<file path="config.mk">
export PLATFORM = sky130hd
export DESIGN_NAME = srl_fifo
export DESIGN_NICKNAME = d
export VERILOG_FILES = /design/src/rtl/srl_fifo.sv
export SDC_FILE = /design/constraint.sdc
export NUM_CORES = 1
export LEC_CHECK = 0
export ABC_CLOCK_PERIOD_IN_PS = 5400
export CAP_MARGIN = 40
export CORE_MARGIN = 3
export CORE_UTILIZATION = 35
export DETAILED_ROUTE_END_ITERATION = 8
export SKIP_CTS_REPAIR_TIMING = 1
export SYNTH_ARGS = -nofsm -noshare
export SYNTH_HDL_FRONTEND = slang
export SYNTH_SLANG_ARGS = --single-unit
</file>
<file path="constraint.sdc">
create_clock -name clk -period 5.4 [get_ports clk]
set_clock_uncertainty 0.05 [all_clocks]
set_input_delay 1.08 -clock clk [delete_from_list [all_inputs] [get_ports clk]]
set_output_delay 1.08 -clock clk [all_outputs]
set_load 0.02 [all_outputs]
</file>
<file path="src/rtl/srl_fifo.sv">
`default_nettype none
// ============================================================================
// srl_fifo : 16-deep first-word-fall-through FIFO built on a shift array,
//            with sticky overflow/underflow flags.      Rev 1.0
// ============================================================================
module srl_fifo #(
    parameter int WIDTH = 8
) (
    input  logic             clk,
    input  logic             rst_n,
    input  logic             wr_en,
    input  logic [WIDTH-1:0] din,
    input  logic             rd_en,
    output logic [WIDTH-1:0] dout,
    output logic             empty,
    output logic             full,
    output logic [4:0]       count,
    output logic             overflow,
    output logic             underflow
);

    localparam int DEPTH = 16;

    logic [WIDTH-1:0] mem [DEPTH];
    logic             wr_req;
    logic             rd_req;
    logic             wr_ok;
    logic             rd_ok;
    logic [3:0]       rd_idx;

    // Unknown enables count as inactive.
    assign wr_req = (wr_en === 1'b1);
    assign rd_req = (rd_en === 1'b1);

    assign empty  = (count == 5'd0);
    assign full   = (count == 5'd16);

    assign rd_ok  = rd_req && !empty;
    assign wr_ok  = wr_req && (!full || rd_ok);

    // Newest word sits at entry 0, so the oldest is at count-1.
    assign rd_idx = 4'(count - 5'd1);
    assign dout   = empty ? '0 : mem[rd_idx];

    // No reset and no parallel load, so this maps onto addressable shift primitives.
    always_ff @(posedge clk) begin
        if (rst_n && wr_ok) begin
            mem[0] <= din;
            for (int i = 1; i < DEPTH; i++) begin
                mem[i] <= mem[i-1];
            end
        end
    end

    always_ff @(posedge clk) begin
        if (!rst_n) begin
            count     <= 5'd0;
            overflow  <= 1'b0;
            underflow <= 1'b0;
        end else begin
            if (wr_ok && !rd_ok) begin
                count <= count + 5'd1;
            end else if (rd_ok && !wr_ok) begin
                count <= count - 5'd1;
            end
            if (wr_req && !wr_ok) begin
                overflow <= 1'b1;
            end
            if (rd_req && !rd_ok) begin
                underflow <= 1'b1;
            end
        end
    end

endmodule
`default_nettype wire

</file>
# ---- Yosys cells after proc, flatten, opt, wreduce, memory -nomap -nowiden
# Memories as Yosys holds them, arrays and structs flattened.
# Cells that the tools add are included.
dict set report op_classes {
  addsub 2
  n_eq_ne 3
  muxes 5
  reduce_logical 14
}
# cell count
set op_table {}
lappend op_table {{5-bit 2-to-1 mux} 2}
lappend op_table {{8-bit 2-to-1 mux} 1}
lappend op_table {{1-bit logical AND} 7}
lappend op_table {{5-bit by 1-bit adder with 5-bit output, second input constant} 1}
lappend op_table {{5-bit == test, second input constant} 1}
lappend op_table {{5-bit zero test} 1}
lappend op_table {{5-bit by 1-bit subtractor with 5-bit output, second input constant} 1}
lappend op_table {{1-bit zero test} 4}
lappend op_table {{1-bit === test, second input constant} 2}
lappend op_table {{1-bit 2-to-1 mux} 2}
lappend op_table {{2-bit nonzero test} 1}
lappend op_table {{1-bit logical OR} 1}
dict set report totals {
  regBits 7
  mem_bits_rw 128
  inputBits 12
  elab_cells 28
  n_memories 1
}
# memory words word_bits read_ports rd_ports_with_merged_regs write_ports line
set mem_list {}
lappend mem_list {mem 16 8 16 0 16 24} ;# logic [WIDTH-1:0] mem [DEPTH];

# ---- Longest topological paths before layout
# Gate-level depths: netlist of run 1.
dict set report depth {
  word_depth 9
  ltp_mapped 10
  ltp_nobuf 9
}

# ---- Worst setup path before layout of run 1
# No wires, ideal clock.
dict set report synth_timing {
  kind {input port to flip-flop}
  startpoint {in rd_en}
  endpoint {mem mem[0][0], enable pin}
  setup_time_ps 503
  arrival_ps 4379
  slack_ps 468
  cell_stages 3
  cell_sequence {and4b_1 -> nor2b_1 -> and2_1}
}
# element line
set synth_lines {}
lappend synth_lines {{from (decl)} 13} ;# input logic rd_en,
lappend synth_lines {{to (decl)} 24}

# ---- Worst setup path in the final report of run 1
dict set report layout_timing {
  startpoint {reg count[1]}
  endpoint {out dout[6]}
}
dict set report layout_between {
  elab_chain_cells 3
  elab_cells_between_ends 4
  classes_between {add/sub: 1; mux: 1; reduce/logical: 1; memory: 1}
}
# element line
set layout_rtl {}
lappend layout_rtl {{from (decl)} 17} ;# output logic [4:0] count,
lappend layout_rtl {{from (signal assigned)} 62} ;# count <= count + 5'd1;
lappend layout_rtl {{from (signal assigned)} 64} ;# count <= count - 5'd1;
lappend layout_rtl {{5-bit by 1-bit subtractor with 5-bit output} n/a}
lappend layout_rtl {{memory read 16 x 8 bit} n/a}
lappend layout_rtl {{8-bit 2-to-1 mux *} 43} ;# assign dout = empty ? '0 : mem[rd_idx];
lappend layout_rtl {{to (decl)} 14} ;# output logic [WIDTH-1:0] dout,
# Mark *: on every way between the ends. The rest lies on a longest branch, timed or not.

==> metrics.csv, run 1 <==
stage,metric,value,unit
status,status,finished clean,
synthesis,syn_area_per_cell,21.1,um2
min_path,hp-class,reg2reg,
timing,tightest_slew,0.766,ns
pwr,powerDensity,628,nW/um2
pwr,leakage,2.09,nW
worst_setup_path,cp_slowest_cell,mux4_1,
pwr,switchingPower,1.31,mW
die,pin_count,29,
run,maxCapViolations,0,
synthesis,seq_area_frac_synth,0.750,
synthesis,ys_seq_elements,135,
timing,hold_violations,0,
finish,drive_gt1_frac,0.219,
global_route,grt_pass1_wl,13600,um
worst_setup_path,crit_required,4.27,ns
synthesis,yosysWarnings,0,
synthesis,synth_top_area_frac,0.724,
synthesis,synth.distinct_cells,35,
timing,period_share,0.792,
route,vias,2399,
route,drc,0,
pwr,peakVddDrop,0.275,mV
die,dieArea,16700,um2
clocking,root_buffer,clkbuf_16,
worst_setup_path,cp_top_family,buffers and inverters,
clocking,numCtsBuffers,17,
timing,slew_violations,0,
pwr,sequentialPowerShare,0.324,
worst_setup_path,crit_fanout,20,
worst_setup_path,crit_chain,inv_1 -> ha_1 -> xor2_2 -> buf_4 -> mux4_1 -> mux2i_1 -> o32ai_1 -> clkdlybuf4s50_1,
placement,dp_hpwl,4680,um
finish,syn_to_final_growth,20.1,%
route,wl_met1,4230,um
die,die_w,129,um
die,rows,44,
global_route,antenna_found_initial,0,
placement,placedCellCount,458,
route,drtIter0Drc,163,
worst_setup_path,worstSetupStartpointType,register,
clocking,clk_latency,0.41,ns
synthesis,synth_area,5310,um2
finish,fin_cells,490,
pwr,comb_power_share,0.403,
route,routed_wl,8400,um
clocking,clk_pin_slew_worst_paths,0.06,ns
finish,n_antenna_cell,0,
timing,period_needed,4.28,ns
timing,max_freq,0.234,GHz
die,die_h,129,um
route,first_pass_iters,4,
die,start_util,0.361,
finish,fin_nets,308,
global_route,grt_pass1_vias,2525,
global_route,grt_max_degree,129,
route,viasPerCell,4.90,
route,highest-signal-layer,met4,
pwr,clkPwrFrac,0.273,
worst_setup_path,cp.buffers_inverters,3,
worst_setup_path,max_stage_delay,0.59,ns
die,coreArea,14700,um2
route,wl_met3,217,um
route,dr_wl_met2,3760,um
clocking,cts_max_level,4,
global_route,grt.total_usage,0.109,
clocking,cts_tree,done,
pwr,p_int,2.69,mW
worst_setup_path,crit_type,reg2out,
synthesis,synthCells,252,
worst_setup_path,endpoint_kind,output port,
route,wl_per_cell,17.1,um
placement,place.gp.congestion,0.712,
clocking,cts_sinks,135,
timing,rsz0062_at_grt,false,
placement,portBuffers,28,
timing,relSlewSlack,0.486,
synthesis,synthesis.nets,267,
synthesis,synth_top_cells_by_area,"edfxtp_1, mux4_2, mux2i_1, dfxtp_1, o22ai_1",
pwr,swShare,0.328,
synthesis,yosysTopAreaCell,edfxtp_1,
clocking,cts_buffer_depth,2,
route,drtAntennaViolNets,0,
timing,tns,0,ns
global_route,gr-total-overflow,0,
worst_setup_path,crit_arrival,3.15,ns
timing,setup_violations,0,
[final timing paths]
path                              start               endpoint  slack (ns)  depth (start not counted)
setup / recovery  count[1]$_SDFFE_PN0P_                dout[6]        1.12                          8
hold / removal      mem[3][6]$_DFFE_PP_    mem[4][6]$_DFFE_PP_        0.39                          0
setup reg to reg  count[1]$_SDFFE_PN0P_  count[4]$_SDFFE_PN0P_        2.91                          9
hold reg to reg     mem[3][6]$_DFFE_PP_    mem[4][6]$_DFFE_PP_        0.39                          0
[area by class of cell]
| cell class | count | area [um2] |
|---|---|---|
| fill | 1243 | 8320 |
| sequential | 135 | 3990 |
| multi-input combinational | 103 | 1250 |
| clock buffer | 18 | 429 |
| timing repair buffer | 33 | 330 |
| tap | 184 | 230 |
| clock inverter | 14 | 135 |
| inverter | 3 | 11.3 |
[cell usage after synthesis]
library cell    n
o32ai_1         1
dfxtp_1         7
and3_1          2
nand2_1         2
mux4_1          1
edfxtp_1      128
mux2i_1        19
a22oi_1         1
buf_6           3
a21boi_0        1
inv_1           3
clkbuf_1        2
nor2_1          1
or3_1           1
and2_1          5
nand2b_1        2
or4_1           1
a21oi_1         5
mux4_2         29
nor2b_1         3
a21boi_1        1
o22ai_1         7
ha_1            3
o21ai_0         3
buf_2           5
nor3_1          1
buf_4           1
o31ai_1         2
or4b_1          1
and4b_1         1
xor2_1          3
nand4_1         2
xnor2_1         2
nand3_1         2
mux2_2          1
[kinds of logic after synthesis]
family	Yosys count	synth area share
DFF	135	0.750
buffers and inverters	14	0.0160
adders and majority gates	3	0.00707
xor gates and xnor gates	5	0.00825
and+or+nand+nor	24	0.0278
muxes	50	0.166
AOI/OAI and AO/OA	21	0.0245
[layer usage]
metal,up-vias,track usage
met5,-,0
met4,0,0.0599
met3,13,0.0326
met2,32,0.149
met1,1218,0.156
li1,1136,-
[power groups by stage]
| stage | clock network (mW) | registers, mW | logic [mW] |
|---|---|---|---|
| 6_report | 1.09 | 1.30 | 1.61 |
| 5_1_grt | 1.17 | 1.31 | 1.73 |
| 4_1_cts | 1.12 | 1.30 | 1.65 |
| 3_5_place_dp | 0 | 1.32 | 1.64 |
| 3_3_place_gp | 0 | 1.31 | 1.64 |
| 2_1_floorplan | 0 | 1.33 | 1.11 |
[through the flow]
stage	util	instance area [um2]	setup WS, ns	hold slack, ns	total power [mW]
after floorplan	-	5310	0.468	0.367	2.44
after global placement	0.395	5810	1.60	0.374	2.95
after detailed placement	0.395	5810	1.54	0.380	2.96
after CTS	0.434	6380	1.09	0.390	4.06
after global routing	0.434	6380	0.888	0.404	4.21
final	0.434	6380	1.12	0.389	4.00
[flip-flops by register name, indices dropped and copies added, names as in the netlist]
name	count
underflow	1
count	5
overflow	1
mem	128
[cell usage in the layout (no fill, tap or decap), types with 3 or more instances in the layout]
master             n
clkinvlp_4         6
and2_1             4
inv_1              3
dfxtp_1            6
clkdlybuf4s50_1   28
ha_1               3
o21ai_0            3
clkinv_1           3
buf_4              4
mux2i_1           19
nor2b_1            3
mux4_2            29
clkbuf_16         17
o22ai_1            7
edfxtp_1         128
a21oi_1            5
(Power assumes the default switching activity.)
==> inputs of run 2 (changes only) <==
ABC_CLOCK_PERIOD_IN_PS = 3610   (was 5400)
clock period = 3.61 ns   (was 5.4 ns; I/O delays follow)
==> metrics.csv, run 2 (synthesis gave the netlist of run 1 again) <==
stage,metric,value,unit,change
status,status,finished clean,,
global_route,grt_max_degree,49,,-62%
route,drc,0,,unchanged
timing,relSlewSlack,0.674,,+0.188
min_path,min_path_cells,0,,unchanged
clocking,clk_pin_slew_worst_paths,0.06,ns,about the same
worst_setup_path,crit_type,reg2out,,
worst_setup_path,endpoint_kind,output port,,
finish,drive_gt1_frac,0.228,,+0.00934
timing,rsz0062_at_grt,false,,
run,maxCapViolations,0,,unchanged
finish,largest_reg_flops,128,,unchanged
route,first_pass_iters,4,,unchanged
finish,fin_nets,313,,+1.6%
timing,tightest_slew,0.488,ns,-0.277 ns
placement,placedCellCount,462,,+0.87%
die,rows,44,,unchanged
clocking,clk_latency,0.40,ns,about the same
finish,seq_area,3990,um2,unchanged
timing,period_needed,3.36,ns,
timing,hold_violations,0,,unchanged
finish,regMostFlops,mem,,
pwr,total_power,6.01,mW,+50%
min_path,hp-start,mem[4][2]$_DFFE_PP_,,
worst_setup_path,crit_fanout,8,,-60%
die,pin_count,29,,unchanged
global_route,grt_pass1_wl,13700,um,+0.76%
worst_setup_path,worstSetupStartpointType,register,,
die,die_w,129,um,unchanged
timing,slew_violations,0,,unchanged
clocking,cts_max_level,4,,unchanged
pwr,leakage,2.24,nW,+6.8%
finish,fin_cells,495,,+1.0%
worst_setup_path,cp_slowest_cell,mux4_1,,
finish,layout_common_cells,"edfxtp_1, mux4_2, clkdlybuf4s50_1",,
timing,max_freq,0.298,GHz,
global_route,grt.total_usage,0.109,,-0.000265
worst_setup_path,crit_required,2.84,ns,-1.43 ns
die,start_util,0.361,,unchanged
global_route,grt_use_met2,0.155,,+0.00518
finish,top_regs,"mem: 128 flops, count: 5 flops",,
min_path,hold-path-endpoint,mem[5][2]$_DFFE_PP_,,
global_route,antenna_found_initial,0,,unchanged
die,dieArea,16700,um2,unchanged
route,drtAntennaViolNets,0,,unchanged
worst_setup_path,r2r.worst_path.cells,9,,unchanged
clocking,cts_buffer_depth,2,,unchanged
global_route,grt-busiest-layer,met1,,
worst_setup_path,max_stage_delay,0.59,ns,about the same
timing,setup_ws,0.251,ns,-0.872 ns
timing,hold-worst-slack,0.388,ns,-0.00139 ns
worst_setup_path,r2r_start,count[1]$_SDFFE_PN0P_,,
global_route,met1_usage,0.155,,-0.00165
route,viasPerCell,4.98,,+1.6%
min_path,hp-class,reg2reg,,
global_route,gr-total-overflow,0,,unchanged
global_route,met3_usage,0.0272,,-0.00536
clocking,root_buffer,clkbuf_16,,
timing,period_share,0.931,,
die,coreArea,14700,um2,unchanged
route,wl_per_cell,16.8,um,-1.8%
finish,fillers,1237,,-0.48%
route,drtIter0Drc,148,,-9.2%
placement,portBuffers,28,,unchanged
timing,setup_violations,0,,unchanged
route,routed_wl,8340,um,-0.75%
global_route,grt_pass1_vias,2502,,-0.91%
placement,place.gp.congestion,0.740,,+3.9%
route,vias,2463,,+2.7%
placement,place_worst_setup_slack,0.203,ns,-1.33 ns
die,die_h,129,um,unchanged
finish,n_antenna_cell,0,,unchanged
finish,syn_to_final_growth,21.8,%,
worst_setup_path,crit_chain,inv_1 -> ha_1 -> xor2_4 -> mux4_1 -> mux2i_1 -> o32ai_1 -> dlymetal6s2s_1,,
pwr,powerDensity,929,nW/um2,+48%
placement,dp_hpwl,5060,um,+8.0%
pwr,peakVddDrop,0.572,mV,+110%
finish,layout_commonest_cell,edfxtp_1,,
clocking,cts_tree,done,,
clocking,numCtsBuffers,17,,unchanged
worst_setup_path,crit_arrival,2.59,ns,-0.56 ns
worst_setup_path,r2r_setup_slack,1.03,ns,-1.88 ns
finish,multi_input_area,1260,um2,+0.80%
clocking,cts_sinks,135,,unchanged
worst_setup_path,r2r-end,count[4]$_SDFFE_PN0P_,,
==> run 2: cell types whose count changed in the layout (fill, tap and decap cells not counted), moves of 3 or more <==
cell	delta
clkdlybuf4s50_1	-8
dlymetal6s2s_1	+8
clkbuf_8	+4
buf_12	+3
clkbuf_1	+3
==> run 2: layout make-up <==
cell class                 instances  area share
clock buffer                      25      0.0766
clock inverter                     7     0.00735
inverter                           3     0.00174
multi-input combinational        103       0.196
sequential                       135       0.616
tap                              184      0.0356
timing repair buffer              38      0.0666
==> run 2: report_power, final <==
part	total, mW	switching, mW	internal, mW
registers	1.94	0.0857	1.86
clock network	1.55	0.602	0.948
logic	2.51	1.28	1.24
total	6.01	1.96	4.04
==> run 2: worst max-delay path by stage <==
stage | slack, ns | startpoint | depth (start not counted) | endpoint
final | 0.25 | count[1]$_SDFFE_PN0P_ | 7 | dout[6]
after global routing | 0.07 | count[1]$_SDFFE_PN0P_ | 7 | dout[6]
after CTS | -0.24 | count[1]$_SDFFE_PN0P_ | 7 | dout[6]
after detailed placement | 0.20 | count[1]$_SDFFE_PN0P_ | 7 | dout[6]
after global placement | 0.25 | count[0]$_SDFFE_PN0P_ | 6 | dout[6]
after floorplan | 0.17 | count[0]$_SDFFE_PN0P_ | 6 | mem[0][0]$_DFFE_PP_
==> run 2: routing by layer <==
layer | part of all wire | vias up | wire length [um]
met4 | 0.020 | 0 | 167
met5 | 0 | - | 0
li1 | - | 1143 | -
met1 | 0.48 | 1263 | 3980
met3 | 0.042 | 11 | 347
met2 | 0.46 | 46 | 3840
==> run 2: stage by stage <==
stage                     setup TNS, ns  utilization  cell area (um2)
after detailed placement              0        0.399             5870
final                                 0        0.440             6460
after CTS                         -1.16        0.436             6410
after global routing                  0        0.440             6460
after global placement                0        0.399             5870
after floorplan                       0            -             5310
==> run 2: worst max-delay path, delay by kind of cell (launching register included) <==
kind	cells	cell delay, ns
XOR/XNOR	1	0.23
AO/OA/AOI/OAI	1	0.12
buffers and inverters	2	0.33
adder cells (fa/ha/maj)	1	0.31
flip-flops	1	0.44
multiplexers	2	0.74
==> inputs of run 3 (changes only) <==
HOLD_SLACK_MARGIN = 0.02   (was default)
==> results of run 3 <==
No change in the layout: final DEF, timing and power equal those of run 2.
